<file path="config.mk">
export PLATFORM = sky130hd
export DESIGN_NAME = aes_round_seq
export DESIGN_NICKNAME = d
export VERILOG_FILES = /design/src/rtl/aes_pkg.sv /design/src/rtl/rcon_step.sv /design/src/rtl/aes_round_seq.sv
export SDC_FILE = /design/constraint.sdc
export NUM_CORES = 1
export LEC_CHECK = 0
export ABC_AREA = 1
export BUFFER_PORTS_ARGS = -buffer_cell sky130_fd_sc_hd__buf_2
export CORE_ASPECT_RATIO = 0.6
export CORE_MARGIN = 4
export CORE_UTILIZATION = 45
export CTS_BUF_LIST = sky130_fd_sc_hd__clkbuf_8
export DETAILED_ROUTE_END_ITERATION = 12
export GPL_TIMING_DRIVEN = 1
export PLACE_DENSITY = 0.67
export SLEW_MARGIN = 0
export SYNTH_ARGS = -nofsm -noshare
export SYNTH_HDL_FRONTEND = slang
export SYNTH_SLANG_ARGS = --single-unit
</file>
<file path="constraint.sdc">
create_clock -name i_clk -period 1.9 [get_ports i_clk]
set_input_delay 0.285 -clock i_clk [delete_from_list [all_inputs] [get_ports i_clk]]
set_output_delay 0.285 -clock i_clk [all_outputs]
set_load 0.005 [all_outputs]
</file>
<file path="src/rtl/aes_pkg.sv">
// rtl/aes_pkg.sv - shared AES key-length encodings, round counts and GF(2^8) step helpers
package aes_pkg;

  localparam logic [1:0] KEY_LEN_128 = 2'd0;
  localparam logic [1:0] KEY_LEN_192 = 2'd1;
  localparam logic [1:0] KEY_LEN_256 = 2'd2;
  localparam logic [1:0] KEY_LEN_ILL = 2'd3;

  localparam logic [3:0] NR_128 = 4'd10;
  localparam logic [3:0] NR_192 = 4'd12;
  localparam logic [3:0] NR_256 = 4'd14;

  // x^(Nr-1) mod 0x11b: the rcon of the first step of a reverse run
  localparam logic [7:0] RCON_DEC_START_128 = 8'h36;
  localparam logic [7:0] RCON_DEC_START_192 = 8'hd8;
  localparam logic [7:0] RCON_DEC_START_256 = 8'h4d;

  typedef enum logic {
    ST_IDLE = 1'b0,
    ST_RUN  = 1'b1
  } state_e;

  function automatic logic [7:0] xtime(input logic [7:0] a);
    return {a[6:0], 1'b0} ^ (a[7] ? 8'h1b : 8'h00);
  endfunction

  function automatic logic [7:0] inv_xtime(input logic [7:0] a);
    logic [7:0] t;
    t = a[0] ? (a ^ 8'h1b) : a;
    return {a[0], t[7:1]};
  endfunction

endpackage

</file>
<file path="src/rtl/rcon_step.sv">
// rtl/rcon_step.sv - one forward (x) or reverse (x^-1) round-constant step in GF(2^8)
module rcon_step
  import aes_pkg::*;
(
  input  logic [7:0] i_rcon,
  input  logic [3:0] i_rnd_idx,
  input  logic       i_decrypt,
  output logic [7:0] o_rcon_next
);

  logic [7:0] w_fwd;
  logic [7:0] w_rev;

  // rcon is 0x00 at r=0, so both directions special-case the step touching r=0
  assign w_fwd = (i_rnd_idx == 4'd0) ? 8'h01 : xtime(i_rcon);
  assign w_rev = (i_rnd_idx == 4'd1) ? 8'h00 : inv_xtime(i_rcon);

  assign o_rcon_next = i_decrypt ? w_rev : w_fwd;

endmodule

</file>
<file path="src/rtl/aes_round_seq.sv">
// rtl/aes_round_seq.sv - AES-128/192/256 round sequencer with round index, first/final flags and rcon
module aes_round_seq
  import aes_pkg::*;
#(
  parameter bit SUPPORT_192 = 1'b1,
  parameter bit SUPPORT_256 = 1'b1
) (
  input  logic       i_clk,
  input  logic       i_rst,
  input  logic       i_start,
  input  logic [1:0] i_key_len,
  input  logic       i_decrypt,
  input  logic       i_adv,
  output logic       o_busy,
  output logic [3:0] o_rnd_idx,
  output logic       o_first_rnd,
  output logic       o_final_rnd,
  output logic [7:0] o_rcon,
  output logic       o_done,
  output logic       o_err
);

  state_e     r_state;
  logic [3:0] r_nr;
  logic       r_dec;
  logic       r_busy;
  logic [3:0] r_rnd_idx;
  logic       r_first;
  logic       r_final;
  logic [7:0] r_rcon;
  logic       r_done;
  logic       r_err;

  logic       w_key_ok;
  logic [3:0] w_nr;
  logic [7:0] w_rcon_start;
  logic [3:0] w_rnd_next;
  logic [7:0] w_rcon_next;

  always_comb begin
    w_key_ok     = 1'b0;
    w_nr         = NR_128;
    w_rcon_start = RCON_DEC_START_128;
    case (i_key_len)
      KEY_LEN_128: w_key_ok = 1'b1;
      KEY_LEN_192: begin
        w_key_ok     = SUPPORT_192;
        w_nr         = NR_192;
        w_rcon_start = RCON_DEC_START_192;
      end
      KEY_LEN_256: begin
        w_key_ok     = SUPPORT_256;
        w_nr         = NR_256;
        w_rcon_start = RCON_DEC_START_256;
      end
      default: w_key_ok = 1'b0;
    endcase
  end

  assign w_rnd_next = r_dec ? (r_rnd_idx - 4'd1) : (r_rnd_idx + 4'd1);

  rcon_step u_rcon_step (
    .i_rcon      (r_rcon),
    .i_rnd_idx   (r_rnd_idx),
    .i_decrypt   (r_dec),
    .o_rcon_next (w_rcon_next)
  );

  always_ff @(posedge i_clk) begin
    if (i_rst) begin
      r_state   <= ST_IDLE;
      r_nr      <= NR_128;
      r_dec     <= 1'b0;
      r_busy    <= 1'b0;
      r_rnd_idx <= 4'd0;
      r_first   <= 1'b0;
      r_final   <= 1'b0;
      r_rcon    <= 8'h00;
      r_done    <= 1'b0;
      r_err     <= 1'b0;
    end else begin
      r_done <= 1'b0;
      r_err  <= 1'b0;
      case (r_state)
        ST_IDLE: begin
          if (i_start) begin
            if (w_key_ok) begin
              r_state   <= ST_RUN;
              r_nr      <= w_nr;
              r_dec     <= i_decrypt;
              r_busy    <= 1'b1;
              r_first   <= 1'b1;
              r_final   <= 1'b0;
              r_rnd_idx <= i_decrypt ? w_nr : 4'd0;
              r_rcon    <= i_decrypt ? w_rcon_start : 8'h00;
            end else begin
              r_err <= 1'b1;
            end
          end
        end
        ST_RUN: begin
          if (i_adv) begin
            if (r_final) begin
              r_state   <= ST_IDLE;
              r_busy    <= 1'b0;
              r_rnd_idx <= 4'd0;
              r_rcon    <= 8'h00;
              r_first   <= 1'b0;
              r_final   <= 1'b0;
              r_done    <= 1'b1;
            end else begin
              r_rnd_idx <= w_rnd_next;
              r_rcon    <= w_rcon_next;
              r_first   <= 1'b0;
              r_final   <= r_dec ? (w_rnd_next == 4'd0) : (w_rnd_next == r_nr);
            end
          end
        end
        default: r_state <= ST_IDLE;
      endcase
    end
  end

  assign o_busy      = r_busy;
  assign o_rnd_idx   = r_rnd_idx;
  assign o_first_rnd = r_first;
  assign o_final_rnd = r_final;
  assign o_rcon      = r_rcon;
  assign o_done      = r_done;
  assign o_err       = r_err;

endmodule

</file>
==> results by group <==
Status
  – Status: finished, final reports clean

Routing
  – DRC errors left: 0
  – Routed length per instance: around 13 um
  – Post-DR vias/cell: 5.261
  – Routed Antenna Nets: 0
  – 1st-iter DRT viols: 149
  – Vias: between 1k and 1.5k
  – TritonRoute pass-1 iters: 5
  – Final WL: 3347 um

Synth
  – Mapped Cells: between 150 and 200
  – Mapped Nets: roughly 210
  – Fraction of synthesized area in multiplexers: 0
  – XOR/XNOR share of the synthesized area: 0.04082
  – Largest family of logic cells by synthesized area: simple AND/OR/NAND/NOR gates
  – EDFF count, synth: 0
  – Syn Std Cell Area: approximately 1300 um2
  – Ys flop type: dfxtp_1
  – Async set-reset flop share out of synthesis: 0
  – Synth Area in Compound Gates: 0.1565
  – Adder-cell share of the synthesized area: 0.07775
  – Seq/Total Area, Yosys: 0.3265
  – Post-Syn Area per Cell: 6.671 um2
  – Yosys warning count: 0
  – Post-synth cell types: 24
  – Post-synthesis simple-gate area fraction: 0.3032
  – Seq cells post-synth: 21

Global route
  – GR Overflow Total: 0
  – Tot GR Track Use: 0.1822
  – Vias in the first global route: 1118
  – Busiest grt layer: met1
  – Met1 usage: 0.2840
  – First-pass GRT wire length: 5561 um
  – Initial antenna violation count: 0
  – Grt met2 use: 0.2355
  – Largest net degree at the start of global routing: 16
  – Met3 Usage GRT: 0.05166

Timing
  – Final Hold Viols: 0
  – Fmax: 0.6255 GHz
  – Minimum clock period: about 1.6 ns
  – TNS Setup: 0 ns
  – Relative slew margins: 0.7880
  – Period Utilization, post-route: 0.8414
  – RSZ-0062 raised after global routing: false
  – Clk_skew: 0.002440 ns
  – Pins Over Slew Limit: 0
  – Final setup violation count: 0
  – Worst slew pin tran: 0.3175 ns

Floorplan
  – Die width: around 77 um
  – Die area: 3809 um2
  – Std-Cell Rows: 14
  – Die height: 49.43 um
  – Ports: 24
  – Core area: 2610 um2
  – Starting Density: 0.4933

Power
  – Pwr/cell area: 721.1 nW/um2
  – P_leak: between 0.7 and 0.8 nW
  – Max IR drop VDD: 0.0005239 V

Layout
  – Commonest cells after routing, fill and taps aside: nand2_1, buf_2, inv_1
  – Most common cell after layout, fill and taps aside: nand2_1
  – Share of cells above drive strength 1: 0.1705
  – Fin cells: approximately 250
  – Post-route core utilization: 0.5633
  – # diodes: 0
  – Layout Nets: 233
  – Final Instance Area: 1470 um2
  – Layout Area Growth over Synthesis: 14.19%

Placed design
  – IO buf count: 23
  – DP Cell Count: 245
  – Placer Congestion: 0.9046
  – Post-DP HPWL: 2663 um
  – Placed Area: 1425 um2

Clocking
  – Post-CTS Setup Bufs: 0
  – CTS clk-pin slew, worst paths: 0.08 ns
  – Clock buffer count from CTS: 3
  – CTS Sinks: 21
  – H-Tree Depth: 1
  – Clock Tree Root: clkbuf_8
  – Hold Buf Count CTS: 0
  – Worst-skew pair later-pin latency: 0.26 ns
  – CTS max path bufs: 2
  – TritonCTS clock tree: yes
  – Post-CTS sizing: 0

Min path
  – Worst hold path type: primary input to register
  – HP Start: i_start

Worst setup path
  – Max FO, Critical Path: 6
  – Data arrival time of the critical path: roughly 1.8 ns
  – Worst Setup End Kind: register
  – Crit path launch type: register
  – Critical Path RT: 2.11 ns
  – R2r startpoint: o_rnd_idx[0]
  – Critical path origin: o_rnd_idx[0]
  – WS Path Type: register to register

Flow run
  – Number of max-cap violations: 0
[per-layer routing]
| metal | wire, um | vias up |
|---|---|---|
| met1 | 1671 | 583 |
| met4 | 31 | 0 |
| met2 | 1344 | 58 |
| li1 | - | 665 |
| met5 | 0 | - |
| met3 | 299 | 4 |
[logic make-up (layout without fill, tap and decap cells)]
| group | Yosys count | in the layout |
|---|---|---|
| compound gates | 40 | 40 |
| xor+xnor | 6 | 6 |
| fa+ha+maj | 8 | 8 |
| buf+inv | 30 | 54 |
| flops | 21 | 21 |
| simple gates | 88 | 88 |
[cells in the mapped netlist, types with 2 or more instances]
master | instances | area [um2]
nand2_4 | 2 | 22.52
dfxtp_1 | 21 | 420.4
nand2_1 | 53 | 198.9
inv_2 | 5 | 18.77
ha_1 | 8 | 100.1
o21ai_0 | 19 | 95.09
inv_1 | 21 | 78.83
nand3_1 | 15 | 75.07
a21oi_1 | 19 | 95.09
nor2_1 | 12 | 45.04
xnor2_1 | 5 | 43.79
[sequential cells by signal, indices dropped and copies added, names as in the netlist]
register	count
o_done	1
o_busy	1
o_rnd_idx	4
r_state	1
o_rcon	8
r_nr	2
o_err	1
o_final_rnd	1
o_first_rnd	1
r_dec	1
[stage by stage]
stage	setup slack (ns)	hold WS, ns	total power [mW]
floorplan	0.4778	0.3544	0.6941
global placement	0.3093	0.4601	0.7692
detailed placement	0.2345	0.4601	0.7759
CTS	0.3092	0.3012	1.063
global route	0.1378	0.3090	1.126
finish	0.3014	0.2970	1.060
[path summary, 6_finish.rpt]
path	to	slack [ns]	depth (start not counted)
hold reg to reg	o_busy	0.48	2
setup / recovery	o_final_rnd	0.30	11
hold / removal	o_err	0.30	3
setup reg to reg	o_final_rnd	0.30	11
[final cells by class]
class / instances / area (um2)
repair buffers: 24 / 122.6
multi-input cells: 142 / 744.5
well taps: 32 / 40.04
fillers: 269 / 1140
inverters: 26 / 97.59
clock inverters: 1 / 3.754
clock buffers: 3 / 41.29
flip-flops and latches: 21 / 420.4
[where the power goes]
part	internal, mW	total, mW	switching [mW]
Sequential	0.471	0.511	0.0397
Clock	0.144	0.292	0.147
Combinational	0.0965	0.258	0.161
[critical path, cell delays in order (launching register included)]
cell	delay (ns)
dfxtp_1	0.47
inv_1	0.12
ha_1	0.36
inv_1	0.09
nand2_1	0.07
nand3b_1	0.08
nand2_1	0.07
nor2_2	0.08
nand2_1	0.06
inv_1	0.05
nand3_1	0.06
nand2_1	0.05
(Power assumes the default switching activity.)
